$ cat src/rtl/wm8731_cfg_scheduler_if.sv
// ---------------------------------------------------------------------------
// wm8731_cfg_scheduler_if
// Bundles the runtime request/ack handshake and the I2C frame transmitter
// handshake used by wm8731_cfg_scheduler.
//   i_req[1:0]       requester levels (0 = volume, 1 = mute/mode)
//   i_req_data0/1    requester payloads {reg[6:0], data[8:0]}
//   o_ack[1:0]       per-requester completion pulse
//   o_tx_start       frame launch pulse to the transmitter
//   o_tx_data        24-bit frame {dev_addr, reg, data}
//   i_tx_done        transmitter finished pulse
//   i_tx_nack        codec NACK, qualified by i_tx_done
// Signal prefixes are from the scheduler's point of view.
// master: the scheduler. slave: the requesters + transmitter side.
// ---------------------------------------------------------------------------
interface wm8731_cfg_scheduler_if;
    logic [1:0]  i_req;
    logic [15:0] i_req_data0;
    logic [15:0] i_req_data1;
    logic [1:0]  o_ack;
    logic        o_tx_start;
    logic [23:0] o_tx_data;
    logic        i_tx_done;
    logic        i_tx_nack;

    modport master (
        input  i_req, i_req_data0, i_req_data1, i_tx_done, i_tx_nack,
        output o_ack, o_tx_start, o_tx_data
    );

    modport slave (
        output i_req, i_req_data0, i_req_data1, i_tx_done, i_tx_nack,
        input  o_ack, o_tx_start, o_tx_data
    );
endinterface

$ cat src/rtl/wm8731_cfg_scheduler.sv
// ---------------------------------------------------------------------------
// wm8731_cfg_scheduler
// Serialises all WM8731 configuration writes onto one I2C frame transmitter:
// first a fixed 7-entry power-up table (after i_start), then round-robin
// runtime writes from two requesters. NACKed or timed-out frames are retried
// up to MAX_RETRY extra times; a frame that exhausts its retries sets the
// sticky o_err and is still completed (acked) so requesters never stall.
// Ports:
//   i_clk, i_rst_n   clock, asynchronous active-low reset
//   i_start          kicks off the init table (only honoured in IDLE)
//   o_init_done      high once all init frames are processed
//   o_busy           high outside IDLE and READY
//   o_err            sticky frame failure flag
//   bus              request/ack + transmitter handshake (master side)
// ---------------------------------------------------------------------------
module wm8731_cfg_scheduler #(
    parameter logic [7:0] DEV_ADDR    = 8'h34,
    parameter int         MAX_RETRY   = 2,
    parameter int         GAP_CYC     = 4,
    parameter int         TIMEOUT_CYC = 1024
) (
    input  logic                          i_clk,
    input  logic                          i_rst_n,
    input  logic                          i_start,
    output logic                          o_init_done,
    output logic                          o_busy,
    output logic                          o_err,
    wm8731_cfg_scheduler_if.master        bus
);

    localparam int RTY_W = (MAX_RETRY < 1) ? 1 : $clog2(MAX_RETRY + 1);
    localparam int GAP_W = (GAP_CYC < 2) ? 1 : $clog2(GAP_CYC + 1);
    localparam int TMO_W = $clog2(TIMEOUT_CYC + 1);
    localparam logic [2:0] INIT_LAST = 3'd6;
    localparam logic [2:0] INIT_END  = 3'd7;

    typedef enum logic [2:0] {
        S_IDLE,
        S_ISSUE,
        S_WAIT,
        S_DONE,
        S_GAP,
        S_READY
    } state_t;

    typedef enum logic [1:0] {
        SRC_INIT,
        SRC_REQ0,
        SRC_REQ1
    } src_t;

    // Power-up table, {reg[6:0], data[8:0]}
    function automatic logic [15:0] init_entry(input logic [2:0] i);
        logic [15:0] e;
        e = 16'h0000;
        case (i)
            3'd0:    e = {7'h0F, 9'h000};  // reset
            3'd1:    e = {7'h04, 9'h015};  // analogue path
            3'd2:    e = {7'h05, 9'h000};  // digital path
            3'd3:    e = {7'h06, 9'h000};  // power down control
            3'd4:    e = {7'h07, 9'h042};  // interface format
            3'd5:    e = {7'h08, 9'h019};  // sampling control
            3'd6:    e = {7'h09, 9'h001};  // activate
            default: e = 16'h0000;
        endcase
        return e;
    endfunction

    // Registered state
    state_t            state;
    src_t              src;
    logic [2:0]        idx;
    logic [RTY_W-1:0]  retry_cnt;
    logic              retry_pend;
    logic [GAP_W-1:0]  gap_cnt;
    logic [TMO_W-1:0]  tmo_cnt;
    logic              rr_prio;     // requester that wins a tie
    logic [15:0]       payload;
    logic              tx_start;
    logic [23:0]       tx_data;
    logic [1:0]        ack;
    logic              init_done;
    logic              err;

    // Next-state values
    state_t            state_n;
    src_t              src_n;
    logic [2:0]        idx_n;
    logic [RTY_W-1:0]  retry_cnt_n;
    logic              retry_pend_n;
    logic [GAP_W-1:0]  gap_cnt_n;
    logic [TMO_W-1:0]  tmo_cnt_n;
    logic              rr_prio_n;
    logic [15:0]       payload_n;
    logic              tx_start_n;
    logic [23:0]       tx_data_n;
    logic [1:0]        ack_n;
    logic              init_done_n;
    logic              err_n;

    logic              grant_vld;
    logic              grant_id;
    logic              tx_fail;
    logic              tmo_hit;

    // Tie goes to rr_prio; a lone requester always wins.
    always_comb begin
        grant_vld = 1'b0;
        grant_id  = 1'b0;
        case (bus.i_req)
            2'b01:   begin grant_vld = 1'b1; grant_id = 1'b0;    end
            2'b10:   begin grant_vld = 1'b1; grant_id = 1'b1;    end
            2'b11:   begin grant_vld = 1'b1; grant_id = rr_prio; end
            default: begin grant_vld = 1'b0; grant_id = 1'b0;    end
        endcase
    end

    // Timeout fires on the TIMEOUT_CYC-th WAIT cycle and is folded into the
    // NACK path; a real done on that same cycle takes precedence.
    assign tmo_hit = (tmo_cnt == TMO_W'(TIMEOUT_CYC - 1));
    assign tx_fail = (bus.i_tx_done && bus.i_tx_nack) || (!bus.i_tx_done && tmo_hit);

    always_comb begin
        state_n      = state;
        src_n        = src;
        idx_n        = idx;
        retry_cnt_n  = retry_cnt;
        retry_pend_n = retry_pend;
        gap_cnt_n    = gap_cnt;
        tmo_cnt_n    = tmo_cnt;
        rr_prio_n    = rr_prio;
        payload_n    = payload;
        tx_start_n   = 1'b0;
        tx_data_n    = tx_data;
        ack_n        = 2'b00;
        init_done_n  = init_done;
        err_n        = err;

        case (state)
            S_IDLE: begin
                if (i_start) begin
                    state_n = S_ISSUE;
                    src_n   = SRC_INIT;
                    idx_n   = 3'd0;
                end
            end

            S_ISSUE: begin
                tx_data_n    = {DEV_ADDR, (src == SRC_INIT) ? init_entry(idx) : payload};
                tx_start_n   = 1'b1;
                tmo_cnt_n    = '0;
                retry_pend_n = 1'b0;
                state_n      = S_WAIT;
            end

            S_WAIT: begin
                if (bus.i_tx_done && !bus.i_tx_nack) begin
                    state_n = S_DONE;
                end else if (tx_fail) begin
                    if (retry_cnt < RTY_W'(MAX_RETRY)) begin
                        // Same frame again after a gap; source/idx untouched.
                        retry_cnt_n  = retry_cnt + RTY_W'(1);
                        retry_pend_n = 1'b1;
                        gap_cnt_n    = '0;
                        state_n      = S_GAP;
                    end else begin
                        err_n   = 1'b1;
                        state_n = S_DONE;
                    end
                end else begin
                    tmo_cnt_n = tmo_cnt + TMO_W'(1);
                end
            end

            S_DONE: begin
                retry_cnt_n = '0;
                gap_cnt_n   = '0;
                state_n     = S_GAP;
                case (src)
                    SRC_INIT: begin
                        idx_n = idx + 3'd1;
                        if (idx == INIT_LAST) init_done_n = 1'b1;
                    end
                    SRC_REQ0: ack_n = 2'b01;
                    SRC_REQ1: ack_n = 2'b10;
                    default:  ack_n = 2'b00;
                endcase
            end

            S_GAP: begin
                if (gap_cnt == GAP_W'(GAP_CYC - 1)) begin
                    if (retry_pend || (src == SRC_INIT && idx != INIT_END))
                        state_n = S_ISSUE;
                    else
                        state_n = S_READY;
                end else begin
                    gap_cnt_n = gap_cnt + GAP_W'(1);
                end
            end

            S_READY: begin
                if (grant_vld) begin
                    src_n     = grant_id ? SRC_REQ1 : SRC_REQ0;
                    payload_n = grant_id ? bus.i_req_data1 : bus.i_req_data0;
                    rr_prio_n = ~grant_id;
                    state_n   = S_ISSUE;
                end
            end

            default: state_n = S_IDLE;
        endcase
    end

    always_ff @(posedge i_clk or negedge i_rst_n) begin
        if (!i_rst_n) begin
            state      <= S_IDLE;
            src        <= SRC_INIT;
            idx        <= 3'd0;
            retry_cnt  <= '0;
            retry_pend <= 1'b0;
            gap_cnt    <= '0;
            tmo_cnt    <= '0;
            rr_prio    <= 1'b0;
            payload    <= 16'h0000;
            tx_start   <= 1'b0;
            tx_data    <= 24'h000000;
            ack        <= 2'b00;
            init_done  <= 1'b0;
            err        <= 1'b0;
        end else begin
            state      <= state_n;
            src        <= src_n;
            idx        <= idx_n;
            retry_cnt  <= retry_cnt_n;
            retry_pend <= retry_pend_n;
            gap_cnt    <= gap_cnt_n;
            tmo_cnt    <= tmo_cnt_n;
            rr_prio    <= rr_prio_n;
            payload    <= payload_n;
            tx_start   <= tx_start_n;
            tx_data    <= tx_data_n;
            ack        <= ack_n;
            init_done  <= init_done_n;
            err        <= err_n;
        end
    end

    assign o_busy         = (state != S_IDLE) && (state != S_READY);
    assign o_init_done    = init_done;
    assign o_err          = err;
    assign bus.o_ack      = ack;
    assign bus.o_tx_start = tx_start;
    assign bus.o_tx_data  = tx_data;

endmodule

$ cat src/flat_wrapper.sv
// flat-port wrapper written by rule: the top's interface ports become plain ports
module wm8731_cfg_scheduler_flat 
#(
    parameter logic [7:0] DEV_ADDR    = 8'h34,
    parameter int         MAX_RETRY   = 2,
    parameter int         GAP_CYC     = 4,
    parameter int         TIMEOUT_CYC = 1024
)
  (i_clk, i_rst_n, i_start, o_init_done, o_busy, o_err, bus_i_req, bus_i_req_data0, bus_i_req_data1, bus_i_tx_done, bus_i_tx_nack, bus_o_ack, bus_o_tx_start, bus_o_tx_data);
  wm8731_cfg_scheduler_if bus_i ();
  input  logic i_clk;
  input  logic i_rst_n;
  input  logic i_start;
  output logic o_init_done;
  output logic o_busy;
  output logic o_err;
  input wire logic [$bits(bus_i.i_req)-1:0] bus_i_req;
  input wire logic [$bits(bus_i.i_req_data0)-1:0] bus_i_req_data0;
  input wire logic [$bits(bus_i.i_req_data1)-1:0] bus_i_req_data1;
  input wire logic [$bits(bus_i.i_tx_done)-1:0] bus_i_tx_done;
  input wire logic [$bits(bus_i.i_tx_nack)-1:0] bus_i_tx_nack;
  output wire logic [$bits(bus_i.o_ack)-1:0] bus_o_ack;
  output wire logic [$bits(bus_i.o_tx_start)-1:0] bus_o_tx_start;
  output wire logic [$bits(bus_i.o_tx_data)-1:0] bus_o_tx_data;
  assign bus_i.i_req = bus_i_req;
  assign bus_i.i_req_data0 = bus_i_req_data0;
  assign bus_i.i_req_data1 = bus_i_req_data1;
  assign bus_i.i_tx_done = bus_i_tx_done;
  assign bus_i.i_tx_nack = bus_i_tx_nack;
  assign bus_o_ack = bus_i.o_ack;
  assign bus_o_tx_start = bus_i.o_tx_start;
  assign bus_o_tx_data = bus_i.o_tx_data;
  wm8731_cfg_scheduler #(.DEV_ADDR(DEV_ADDR), .MAX_RETRY(MAX_RETRY), .GAP_CYC(GAP_CYC), .TIMEOUT_CYC(TIMEOUT_CYC)) u_core (.i_clk(i_clk), .i_rst_n(i_rst_n), .i_start(i_start), .o_init_done(o_init_done), .o_busy(o_busy), .o_err(o_err), .bus(bus_i));
endmodule
$ cat config.mk
export PLATFORM = sky130hd
export DESIGN_NAME = wm8731_cfg_scheduler_flat
export DESIGN_NICKNAME = d
export VERILOG_FILES = /design/src/rtl/wm8731_cfg_scheduler_if.sv /design/src/rtl/wm8731_cfg_scheduler.sv /design/src/flat_wrapper.sv
export SDC_FILE = /design/constraint.sdc
export NUM_CORES = 1
export LEC_CHECK = 0
export ABC_AREA = 1
export CAP_MARGIN = 40
export CELL_PAD_IN_SITES_DETAIL_PLACEMENT = 1
export CELL_PAD_IN_SITES_GLOBAL_PLACEMENT = 1
export CORE_AREA = 10 10 96 98
export DETAILED_ROUTE_END_ITERATION = 10
export DIE_AREA = 0 0 106 108
export DONT_BUFFER_PORTS = 1
export PLACE_DENSITY_LB_ADDON = 0.1
export SETUP_SLACK_MARGIN = 0.1
export SYNTH_ARGS = -nofsm -noshare
export SYNTH_HDL_FRONTEND = slang
export SYNTH_SLANG_ARGS = --single-unit
$ cat constraint.sdc
create_clock -name i_clk -period 2.7 [get_ports i_clk]
set_input_delay 0.54 -clock i_clk [delete_from_list [all_inputs] [get_ports i_clk]]
set_output_delay 0.54 -clock i_clk [all_outputs]
set_load 0.05 [all_outputs]
==> metrics.cfg <==
[worst_setup_path]
r2r_setup_slack_ps = 570
worstPathArrival_ps = 1750
r2r_start = u_core.state[1]
rr_worst_depth = 5
worstSetupPathType = reg2out
end_kind = output port
critPathLaunchType = register
reg2reg_to = u_core.payload[1]
cp_data_required_time_ps = 2160
critPathMaxFanout = 12

[layout]
multi_input_area_um2 = 1380
synthToLayoutAreaGrowth_pct = 10.22
ff_latch_area_um2 = 1602
stdcell_area_um2 = 3575
fillers = 899
drive_above_1_share_pct = 10.53
nets = 441
diodes = 0

[pwr]
p_total_mw = 4.341
leakagePower_nw = 1.622
powerDensity_nw_per_um2 = 1214
ir_worst_vdd_v = 0.0004684

[clock_tree]
cts_buffers = 9
post_cts_resized = 0
insertion_delay_ps = 340
clockRootBuffer = clkbuf_8
cts_buffer_depth = 2
cts_tree = built
path_clk_slew_ps = 80
cts.sinks = 64
cts_max_level = 3

[global_routing]
grt_usage_pct = 15.87
grt_pass1_vias = 2901
grt-ovfl-total = 0
antenna_found_initial = 0
grt_max_degree = 65
grt_pass1_wl_um = 14750

[die]
io_pins = 69
num_rows = 32
core_area_um2 = 7447
start_util_pct = 43.55
die_h_um = 108
die-area_um2 = 11450
fp.dieW_um = 106

[logic_synthesis]
ys_async_sr_fraction_pct = 100.0
avgSynthCellArea_um2 = 8.231
ys_warn_count = 0
synth_edf_count = 0
synth_top_flop_cell = dfrtp_1
post-synth-top-count-cell = nand2_1
ys_ff_latch = 64
ys_seq_area_share_pct = 49.38
synth_common_cells = nand2_1, dfrtp_1, o21ai_0, nor2_1, inv_1
synth_cell_types = 31
yosys-top-cells-area = dfrtp_1, nand2_1, o21ai_0, nor2_1, inv_1
synth_top_area_cell = dfrtp_1
netlist_area_um2 = 3243
syn_inst = 394
synth_top_area_share_pct = 49.38

[timing]
maxSlewHeadroom_pct = 50.38
setup_violations = 0
finClkSkew_ps = 6.437
fmax_ghz = 0.4359
layout_min_cycle_time_ps = 2294
setup_slack_ps = 405.9
holdWs_ps = 62.01
hold_viol = 0
rsz0062_at_grt = no
timing.final.crit_share_pct = 84.97
tns_ps = 0
finalMaxSlewViolations = 0
tightest_slew_ps = 743.6

[placed_design]
place_congestion = 0.7808
post-place-ws_ps = 551.3
port_buffers = 0
place_hpwl_um = 6362
placed_area_um2 = 3293

[route]
vias = 2671
wl_per_cell_um = 17.45
via_per_inst = 5.331
drt_iter0_drc = 59
final_antenna_net_count = 0
firstDrtPassIters = 4
drcViolationCount = 0
drt_wl_total_um = 8740

[outcome]
outcome = finished, final reports clean

[worst_hold_path]
hold_path_class = in2async

[job]
maxCapViolations = 0

## final cells by class
class                      count  share of cell area, %
inverter                      41                  4.305
clock buffer                  11                  4.235
sequential                    64                  44.80
clock inverter                 5                  2.870
multi-input combinational    273                  38.61
timing repair buffer           5                  1.610
tap                          102                  3.570
## per-layer routing
| layer | global-route usage (%) | up-vias | share of wire, % |
|---|---|---|---|
| met1 | 20.37 | 1309 | 47 |
| met5 | 0 | - | 0 |
| met4 | 6.770 | 0 | 1.8 |
| met3 | 3.926 | 12 | 4.9 |
| met2 | 25.09 | 54 | 46 |
| li1 | - | 1296 | - |
## metrics by stage
stage	instances	utilization [%]
4_1_cts	501	48.00
6_report	501	48.00
3_5_place_dp	484	44.22
3_3_place_gp	484	44.22
5_1_grt	501	48.00
2_1_floorplan	398	-
## placed cells by master, fill, tap and decap left out, types with 2 or more instances in the layout
| master | netlist | routed |
|---|---|---|
| buf_4 | 7 | 4 |
| dfrtp_1 | 64 | 64 |
| a21oi_1 | 15 | 15 |
| o21ai_0 | 50 | 50 |
| xor2_1 | 3 | 3 |
| nor2_1 | 40 | 40 |
| a31oi_1 | 3 | 3 |
| inv_2 | 5 | 5 |
| inv_1 | 35 | 35 |
| conb_1 | 1 | 5 |
| nand2_1 | 67 | 67 |
| o22ai_1 | 9 | 9 |
| nand2_2 | 4 | 4 |
| nor3_1 | 4 | 4 |
| ha_1 | 8 | 8 |
| or2_2 | 5 | 5 |
| nand4_1 | 3 | 3 |
| clkbuf_8 | 0 | 11 |
| a21oi_2 | 2 | 2 |
| bufinv_16 | 0 | 3 |
| o21ai_1 | 18 | 18 |
| nand3_2 | 3 | 3 |
| nand3_1 | 23 | 23 |
| o31ai_1 | 4 | 4 |
| o21bai_1 | 3 | 3 |
## logic make-up after synthesis
logic type / after synthesis / synth area share (%)
adders and majority gates: 8 / 3.087
buffers and inverters: 61 / 8.526
and+or+nand+nor: 152 / 20.56
DFF: 64 / 49.38
other: 1 / 0.1156
xor gates and xnor gates: 3 / 0.8103
AOI/OAI and AO/OA: 105 / 17.52
## power breakdown
group          leakage (nW)  switching [mW]  internal (mW)
registers             0.817           0.682           1.29
logic                 0.680           0.916          0.395
clock network         0.126           0.397          0.662
## timing repair
item                                   4_1_cts  5_1_grt
setup buffers                                0        0
hold buffers                                 1        0
endpoints found under the hold margin       64        0
## worst max path at each step
stage	from	endpoint	slack (ps)	depth (start not counted)
finish	u_core.state[1]	o_busy	410	4
global placement	u_core.state[1]	u_core.payload[4]	720	5
global route	u_core.state[1]	o_busy	300	4
detailed placement	u_core.state[1]	u_core.payload[1]	550	5
floorplan	u_core.state[1]	o_busy	1190	4
CTS	u_core.state[1]	o_busy	390	4
## registers in the layout, summed over array words and instances (netlist names)
name,cells
u_core.rr_prio,1
u_core.bus.o_tx_start,1
u_core.retry_pend,1
u_core.src,2
u_core.retry_cnt,2
u_core.payload,16
u_core.o_err,1
u_core.idx,3
u_core.state,3
u_core.tmo_cnt,11
u_core.bus.o_ack,2
u_core.gap_cnt,3
u_core.bus.o_tx_data,17
u_core.o_init_done,1
## critical path, cell delays in order, from the launching register on
cell and delay, ps:
dfrtp_1 440, inv_2 90, nand3_1 340, nand2_1 140
inv_1 380
Note: power is estimated with default switching activity, not from simulation.
